--- config.mk ---
export PLATFORM = sky130hd
export DESIGN_NAME = uart_tx_arbiter_flat
export DESIGN_NICKNAME = d
export VERILOG_FILES = /design/src/rtl/uart_pkg.sv /design/src/rtl/uart_tx_arbiter_if.sv /design/src/rtl/rr_pick.sv /design/src/rtl/uart_tx_arbiter.sv /design/src/flat_wrapper.sv
export SDC_FILE = /design/constraint.sdc
export NUM_CORES = 1
export LEC_CHECK = 0
export CAP_MARGIN = 40
export CORE_MARGIN = 10
export CORE_UTILIZATION = 30
export CTS_CLUSTER_SIZE = 30
export DETAILED_ROUTE_END_ITERATION = 10
export HOLD_SLACK_MARGIN = 0.02
export MAX_ROUTING_LAYER = met4
export RECOVER_POWER = 25
export REMOVE_ABC_BUFFERS = 1
export SYNTH_ARGS = -nofsm -noshare
export SYNTH_HDL_FRONTEND = slang
export SYNTH_HIERARCHICAL = 1
export SYNTH_SLANG_ARGS = --single-unit
--- constraint.sdc ---
create_clock -name clk_10ns -period 1.8 [get_ports clk_10ns]
set_input_delay 0.36 -clock clk_10ns [delete_from_list [all_inputs] [get_ports clk_10ns]]
set_output_delay 0.36 -clock clk_10ns [all_outputs]
set_load 0.01 [all_outputs]
--- src/rtl/uart_pkg.sv ---
// Shared types and constants for the UART transmit arbiter.
package uart_pkg;

  localparam int unsigned BYTE_W          = 8;
  localparam int unsigned UART_BAUD_RATE  = 1500000;
  localparam int unsigned UART_CLOCK_FREQ = 10000000;

  // Arbiter sequencing states.
  typedef enum logic [2:0] {
    ST_IDLE  = 3'd0,
    ST_LOAD  = 3'd1,
    ST_START = 3'd2,
    ST_SEND  = 3'd3,
    ST_HOLD  = 3'd4
  } arb_state_e;

endpackage

--- src/rtl/uart_tx_arbiter_if.sv ---
// Requester byte streams plus the UART start/ready handshake.
interface uart_tx_arbiter_if
  import uart_pkg::*;
#(
  parameter int unsigned NUM_REQ = 4
);

  logic [NUM_REQ-1:0]        req_valid;
  logic [NUM_REQ*BYTE_W-1:0] req_data;
  logic [NUM_REQ-1:0]        req_last;
  logic [NUM_REQ-1:0]        req_ready;
  logic                      uart_tx_start;
  logic [BYTE_W-1:0]         uart_transmit_data;
  logic                      uart_tx_ready;

  // Environment side: requesters and the UART transmitter.
  modport master (
    output req_valid, req_data, req_last, uart_tx_ready,
    input  req_ready, uart_tx_start, uart_transmit_data
  );

  // Arbiter side.
  modport slave (
    input  req_valid, req_data, req_last, uart_tx_ready,
    output req_ready, uart_tx_start, uart_transmit_data
  );

endinterface

--- src/rtl/rr_pick.sv ---
// Combinational round-robin picker: first set request at or above the pointer, with wrap.
module rr_pick #(
  parameter  int unsigned NUM_REQ = 4,
  localparam int unsigned IDX_W   = $clog2(NUM_REQ)
) (
  input  logic [NUM_REQ-1:0] i_req,
  input  logic [IDX_W-1:0]   i_ptr,
  output logic [IDX_W-1:0]   o_grant_c,
  output logic               o_any_c
);

  localparam logic [IDX_W:0] NUM_REQ_EXT = (IDX_W+1)'(NUM_REQ);

  // Scan NUM_REQ positions starting at i_ptr; modulo by subtraction so any NUM_REQ works.
  always_comb begin
    logic [IDX_W:0]   w_sum;
    logic [IDX_W-1:0] w_idx;
    o_grant_c = '0;
    o_any_c   = 1'b0;
    w_sum     = '0;
    w_idx     = '0;
    for (int k = 0; k < int'(NUM_REQ); k++) begin
      w_sum = {1'b0, i_ptr} + (IDX_W+1)'(k);
      if (w_sum >= NUM_REQ_EXT) begin
        w_sum = w_sum - NUM_REQ_EXT;
      end
      w_idx = w_sum[IDX_W-1:0];
      if (!o_any_c && i_req[w_idx]) begin
        o_grant_c = w_idx;
        o_any_c   = 1'b1;
      end
    end
  end

endmodule

--- src/rtl/uart_tx_arbiter.sv ---
// Frame-granular round-robin arbiter sharing one UART transmitter among NUM_REQ requesters.
module uart_tx_arbiter
  import uart_pkg::*;
#(
  parameter  int unsigned NUM_REQ     = 4,
  parameter  int unsigned ACK_TIMEOUT = 64,
  localparam int unsigned IDX_W       = $clog2(NUM_REQ)
) (
  input  logic                 clk_10ns,
  input  logic                 uart_reset,
  uart_tx_arbiter_if.slave     bus,
  output logic [IDX_W-1:0]     grant_id,
  output logic                 busy,
  output logic                 timeout_err
);

  localparam int unsigned      WD_W    = $clog2(ACK_TIMEOUT + 1);
  localparam logic [WD_W-1:0]  WD_LAST = WD_W'(ACK_TIMEOUT - 1);
  localparam logic [NUM_REQ-1:0] ONE   = NUM_REQ'(1);
  localparam logic [IDX_W-1:0] PTR_MAX = IDX_W'(NUM_REQ - 1);

  arb_state_e           r_state;
  logic [IDX_W-1:0]     r_rr_ptr;
  logic [IDX_W-1:0]     r_grant;
  logic [BYTE_W-1:0]    r_byte;
  logic                 r_last;
  logic [WD_W-1:0]      r_wd;
  logic [NUM_REQ-1:0]   r_req_ready;
  logic                 r_start;
  logic                 r_busy;
  logic                 r_timeout;

  logic [IDX_W-1:0]     w_pick;
  logic                 w_any;
  logic [IDX_W-1:0]     w_ptr_next;
  logic [BYTE_W-1:0]    w_sel_byte;

  rr_pick #(
    .NUM_REQ (NUM_REQ)
  ) u_rr_pick (
    .i_req     (bus.req_valid),
    .i_ptr     (r_rr_ptr),
    .o_grant_c (w_pick),
    .o_any_c   (w_any)
  );

  // Pointer after the current owner, so the finished owner has lowest priority next.
  always_comb begin
    w_ptr_next = (r_grant == PTR_MAX) ? '0 : r_grant + IDX_W'(1);
  end

  // Byte lane of the current owner.
  always_comb begin
    w_sel_byte = bus.req_data[BYTE_W*int'(r_grant) +: BYTE_W];
  end

  // Sequencer: grant, accept a byte, run the start/ready handshake, hold the grant until last.
  always_ff @(posedge clk_10ns or negedge uart_reset) begin
    if (!uart_reset) begin
      r_state     <= ST_IDLE;
      r_rr_ptr    <= '0;
      r_grant     <= '0;
      r_byte      <= '0;
      r_last      <= 1'b0;
      r_wd        <= '0;
      r_req_ready <= '0;
      r_start     <= 1'b0;
      r_busy      <= 1'b0;
      r_timeout   <= 1'b0;
    end else begin
      r_req_ready <= '0;
      case (r_state)
        ST_IDLE: begin
          if (w_any) begin
            r_grant     <= w_pick;
            r_busy      <= 1'b1;
            r_req_ready <= ONE << w_pick;
            r_state     <= ST_LOAD;
          end
        end
        ST_LOAD: begin
          r_byte  <= w_sel_byte;
          r_last  <= bus.req_last[r_grant];
          r_start <= 1'b1;
          r_wd    <= '0;
          r_state <= ST_START;
        end
        ST_START: begin
          if (!bus.uart_tx_ready) begin
            r_start <= 1'b0;
            r_state <= ST_SEND;
          end else if (r_wd == WD_LAST) begin
            r_start   <= 1'b0;
            r_timeout <= 1'b1;
            r_busy    <= 1'b0;
            r_rr_ptr  <= w_ptr_next;
            r_state   <= ST_IDLE;
          end else begin
            r_wd <= r_wd + WD_W'(1);
          end
        end
        ST_SEND: begin
          if (bus.uart_tx_ready) begin
            if (r_last) begin
              r_busy   <= 1'b0;
              r_rr_ptr <= w_ptr_next;
              r_state  <= ST_IDLE;
            end else begin
              r_state <= ST_HOLD;
            end
          end
        end
        ST_HOLD: begin
          if (bus.req_valid[r_grant]) begin
            r_req_ready <= ONE << r_grant;
            r_state     <= ST_LOAD;
          end
        end
        default: begin
          r_state <= ST_IDLE;
        end
      endcase
    end
  end

  assign bus.req_ready          = r_req_ready;
  assign bus.uart_tx_start      = r_start;
  assign bus.uart_transmit_data = r_byte;
  assign grant_id               = r_grant;
  assign busy                   = r_busy;
  assign timeout_err            = r_timeout;

endmodule

--- src/flat_wrapper.sv ---
// flat-port wrapper written by rule: the top's interface ports become plain ports
module uart_tx_arbiter_flat import uart_pkg::*;
#(
  parameter  int unsigned NUM_REQ     = 4,
  parameter  int unsigned ACK_TIMEOUT = 64,
  localparam int unsigned IDX_W       = $clog2(NUM_REQ)
)
  (clk_10ns, uart_reset, grant_id, busy, timeout_err, bus_req_valid, bus_req_data, bus_req_last, bus_uart_tx_ready, bus_req_ready, bus_uart_tx_start, bus_uart_transmit_data);
  uart_tx_arbiter_if #(.NUM_REQ(NUM_REQ)) bus_i ();
  input  logic clk_10ns;
  input  logic uart_reset;
  output logic [IDX_W-1:0] grant_id;
  output logic busy;
  output logic timeout_err;
  input wire logic [$bits(bus_i.req_valid)-1:0] bus_req_valid;
  input wire logic [$bits(bus_i.req_data)-1:0] bus_req_data;
  input wire logic [$bits(bus_i.req_last)-1:0] bus_req_last;
  input wire logic [$bits(bus_i.uart_tx_ready)-1:0] bus_uart_tx_ready;
  output wire logic [$bits(bus_i.req_ready)-1:0] bus_req_ready;
  output wire logic [$bits(bus_i.uart_tx_start)-1:0] bus_uart_tx_start;
  output wire logic [$bits(bus_i.uart_transmit_data)-1:0] bus_uart_transmit_data;
  assign bus_i.req_valid = bus_req_valid;
  assign bus_i.req_data = bus_req_data;
  assign bus_i.req_last = bus_req_last;
  assign bus_i.uart_tx_ready = bus_uart_tx_ready;
  assign bus_req_ready = bus_i.req_ready;
  assign bus_uart_tx_start = bus_i.uart_tx_start;
  assign bus_uart_transmit_data = bus_i.uart_transmit_data;
  uart_tx_arbiter #(.NUM_REQ(NUM_REQ), .ACK_TIMEOUT(ACK_TIMEOUT)) u_core (.clk_10ns(clk_10ns), .uart_reset(uart_reset), .bus(bus_i), .grant_id(grant_id), .busy(busy), .timeout_err(timeout_err));
endmodule
# Word level (Yosys, flattened, before mapping)
# Index checks and enable logic that the tools add are counted.
[word_totals]
inputBits = 43
out_inout_bits = 17
reg_bits = 30
latchBits = 0
word_cells = 113
rom_bits = 0
ram_bits = 0
n_memories = 0
[classes]
mux = 51
n_lt_le_gt_ge = 9
add_sub_neg = 9
multipliers = 0
shift = 3
n_eq_ne = 14
reduce_logical = 17
n_div = 0
bitwise = 0
[op_table]
columns = ["operator", "count"]
rows = [
  ["$shiftx A32 B6 Y8", 1],
  ["$mux W2", 13],
  ["$mux W3", 6],
  ["$mux W1", 16],
  ["$lt A2 B3 Y1 const B", 5],
  ["$pmux W3 S5", 1],
  ["$mux W7", 2],
  ["$pmux W7 S2", 1],
  ["$bmux W1 S2", 6],
  ["$ge A3 B3 Y1 const B", 3],
  ["$mux W4", 2],
  ["$ne A2 B2 Y1 const B", 4],
  ["$pmux W4 S2", 1],
  ["$shl A1 B2 Y4 const A", 2],
  ["$sub A2 B1 Y2 const B", 4],
  ["$add A7 B1 Y7 const B", 1],
  ["$eq A7 B6 Y1 const B", 1],
  ["$add A2 B2 Y3 const B", 2],
  ["$eq A3 B2 Y1 const B", 2],
  ["$ne A2 B1 Y1 const B", 3],
  ["$reduce_and A3 Y1", 2],
  ["$reduce_and A6 Y1", 1],
  ["$reduce_and A5 Y1", 1],
  ["$pmux W2 S2", 1],
  ["other kinds (16)", 22],
]

# Logic depth before layout (Yosys ltp)
[depth]
depth_word = 17
mapped_depth = 6
ltp_nobuf = 5

# Cells and area by module
# The synthesis kept the hierarchy.
[modules_own_cells]
columns = ["module", "cells_per_inst", "seq_area_each_um2", "instances", "area_per_inst_um2"]
rows = [
  ["uart_tx_arbiter", 152, 750.7, 1, 1609.0],
  ["rr_pick", 15, 0.0, 1, 77.6],
]

# Least setup slack after synthesis
# No wires, ideal clock.
[synth_path]
path_type = "register -> register"
from = "reg u_core.r_wd[0]"
to = "reg u_core.r_rr_ptr[0]"
synth_period_minus_slack_ps = 1884
slack_ps = -84
stages_incl_launch_ff = 6
arrival_ps = 1760
setup_time_ps = 125
n_path_buf = 0
t_required_ps = 1675
cell_sequence = "dfrtp_1 ha_1 nand4_2 or4_1 a211oi_2 mux2_2"
[synth_between]
elab_chain_len = 3
[synth_lines]
columns = ["element", "line", "source"]
rows = [
  ["start, declared", "uart_tx_arbiter.sv:27", "logic [WD_W-1:0] r_wd;"],
  ["start signal, assigned", "uart_tx_arbiter.sv:99", "r_wd <= r_wd + WD_W'(1);"],
  ["$eq A7 B6 Y1", "uart_tx_arbiter.sv:92", "end else if (r_wd == WD_LAST) begin"],
  ["$ne A2 B1 Y1 (no source line)", "--", ""],
  ["$reduce_and A5 Y1 (no source line)", "--", ""],
  ["end signal, assigned", "uart_tx_arbiter.sv:96", "r_rr_ptr <= w_ptr_next;"],
  ["end signal, assigned", "uart_tx_arbiter.sv:106", "r_rr_ptr <= w_ptr_next;"],
  ["end, declared", "uart_tx_arbiter.sv:23", "logic [IDX_W-1:0] r_rr_ptr;"],
]
# No other way between the ends.
# A chain may end at the register's enable or synchronous reset.

# Worst setup path in the final report
[layout_path]
from = "reg u_core.r_wd[1]"
to = "reg u_core.r_rr_ptr[1]"
# The elaborated chain is that of the path after synthesis.

==> results.toml <==
[final_layout]
layoutNonFillerInstCount = 329
drive_gt1_frac = 0.226
area_delta_synth_final_pct = 60.8
antenna_cells = 0
nNetsFinal = 304

[floorplan]
dieArea_mm2 = 0.00902
rows = 27
coreArea_mm2 = 0.00547
die_h_um = 95.0
io-pin-count = 60
die_w_um = 95.0
initial_core_util = 0.308

[synthesis]
ys_warn_count = 6
yosys-top-cells-count = "41 x nand2_1, 30 x dfrtp_1, 10 x mux4_2"
yosysSeqAreaShare = 0.445
synth_area_leader_cell = "dfrtp_1"
yosysMostFrequentCell = "nand2_1"
netlist.area_leader.share = 0.445
synthFlopType = "dfrtp_1"
syn_area_mm2 = 0.00169
synth_edf_count = 0
netlist_top_cells_area = "dfrtp_1 45%, mux4_2 13%, nand2_1 9.1%"
ys_ff_latch = 30
synthCells = 167
ys_async_sr_fraction = 1.00
avgSynthCellArea_um2 = 10.1
ys_types = 40

[placement]
port_buffers = 59
pre_cts_slack_ps = -330
dp_cells = 319
gp_congestion = 0.760
hpwl_um = 3680

[setup_path]
worstSetupPathType = "flip-flop to flip-flop"
slowest_stage = "or4_4"
endpoint_kind = "flip-flop"
cp.arrival_ps = 2040
crit_required_ps = 1960
cp_max_fo = 3
max_stage_delay_ps = 450
cp_cell_sequence = "ha_4 > nand4_4 > or4_4 > a211oi_4 > mux2_4"
startpoint_type = "flip-flop"

[sta]
slew_viol_final = 0
holdWs_ps = 464
rsz0062_at_grt = "yes"
fin_crit_sh = 1.04
fmax_ghz = 0.533
maxSlewHeadroom = 0.486
setup_viol = 2
worst_pin_slew_ps = 772
fin_ws_ps = -77.5
setup-tns-final_ps = -152
hold_viol_final = 0
period_needed_ps = 1880
clock_skew_ps = 4.59

[route]
drc = 0
totalWireLength_um = 4740
via_per_inst = 4.74
num_vias = 1558
firstDrtPassIters = 4
first_iter_violations = 51
wl_per_cell_um = 14.4
ant_nets = 0

[clock_tree]
h-tree-depth = 2
cts_buffer_depth = 2
postCtsHoldBufs = 0
path_clk_slew_ps = 60
clk_latency_ps = 280
cts_made_buffers = 5
cts_tree = "yes"
clock_sinks = 30
cts_root_buf = "clkbuf_8"

[run]
maxCapViolCount = 0

[pwr]
power_mw = 3.45
powerDensity_mw_per_mm2 = 1270
p_leak_nw = 1.22
ir_drop_mv = 0.422

[grt]
grt_pass1_wl_um = 7750
grt.total_usage = 0.112
grt_max_degree = 31
antenna_found_initial = 0
grt_pass1_vias = 1671
grt_overflow_total = 0

[status]
violations = "negative setup slack"
status = "finished, violations left"

[hold_path]
hp-class = "flip-flop to flip-flop"
-- timing repair --
| action | CTS | global route |
|---|---|---|
| buffers inserted | 2 | 1 |
| gates resized for setup | 13 | 3 |
| setup endpoints to repair | 9 | 4 |
| pin swaps | 3 | 0 |
-- metrics by stage --
stage	area, um2	utilization
after CTS	2700	0.493
after detailed placement	2540	0.465
final	2710	0.496
after global routing	2710	0.496
after global placement	2540	0.465
after floorplan	1660	-
-- state kept, by name, indices dropped and copies added (netlist names) --
register and cells:
u_core/r_last 1, u_core/bus.uart_tx_start 1, u_core/bus.req_ready 4, u_core/r_wd 7, u_core/bus.uart_transmit_data 8, u_core/timeout_err 1
u_core/grant_id 2, u_core/r_state 3, u_core/r_rr_ptr 2, u_core/busy 1
-- area by class of cell --
type | count | area [um2]
Fill cell | 543 | 2760
Inverter | 10 | 37.5
Multi-Input combinational cell | 121 | 920
Timing Repair Buffer | 88 | 823
Tap cell | 72 | 90.1
Clock inverter | 1 | 5.00
Sequential cell | 30 | 751
Clock buffer | 7 | 86.3
-- cell usage in the layout, fill, tap and decap left out, types with 4 or more instances in the layout --
cell,instances
clkdlybuf4s50_1,56
nand2_1,41
dfrtp_1,30
buf_4,26
mux4_2,10
inv_1,9
o21ai_0,9
nor2_1,7
clkbuf_8,6
a21oi_1,6
nand2b_1,5
nand3_1,5
ha_1,4
-- per-layer routing --
| metal | track usage | wire length [um] | part of all wire | vias up |
|---|---|---|---|---|
| li1 | - | - | - | 774 |
| met1 | 0.124 | 2020 | 0.43 | 738 |
| met2 | 0.184 | 2390 | 0.50 | 38 |
| met3 | 0.0444 | 281 | 0.059 | 8 |
| met4 | 0.0337 | 51 | 0.011 | 0 |
| met5 | - | 0 | 0 | - |
-- critical path: cells and delay by family, from the launching register on --
kind                     cells  cell delay (ps)
AO/OA/AOI/OAI                1              310
AND/OR/NAND/NOR              2              560
flip-flops                   1              400
adder cells (fa/ha/maj)      1              170
multiplexers                 1              330
-- path summary, 6_finish.rpt --
check	from	end	slack [ps]	depth (start not counted)
worst max-delay path	u_core/r_wd[1]$_DFFE_PN0P_	u_core/r_rr_ptr[1]$_DFFE_PN0P_	-80	5
worst min-delay path	u_core/timeout_err$_DFFE_PN0P_	u_core/timeout_err$_DFFE_PN0P_	460	1
worst max register to register	u_core/r_wd[1]$_DFFE_PN0P_	u_core/r_rr_ptr[1]$_DFFE_PN0P_	-80	5
worst min register to register	u_core/timeout_err$_DFFE_PN0P_	u_core/timeout_err$_DFFE_PN0P_	460	1
max in group asynchronous	uart_reset	u_core/bus.uart_transmit_data[0]$_DFFE_PN0N_	630	2
min in group asynchronous	uart_reset	u_core/bus.uart_tx_start$_DFFE_PN0P_	680	2
-- kinds of logic after synthesis --
kind of cell | synth area share
DFF | 0.445
and+or+nand+nor | 0.202
AOI/OAI and AO/OA | 0.114
adders and majority gates | 0.0371
buffers and inverters | 0.0386
xor gates and xnor gates | 0.00519
muxes | 0.159
-- power breakdown --
group	leakage, nW	internal (mW)	total [mW]	switching (mW)
clock network	0.0482	0.308	0.561	0.253
logic	0.794	0.977	1.77	0.789
registers	0.382	0.916	1.12	0.205
(Power assumes the default switching activity.)
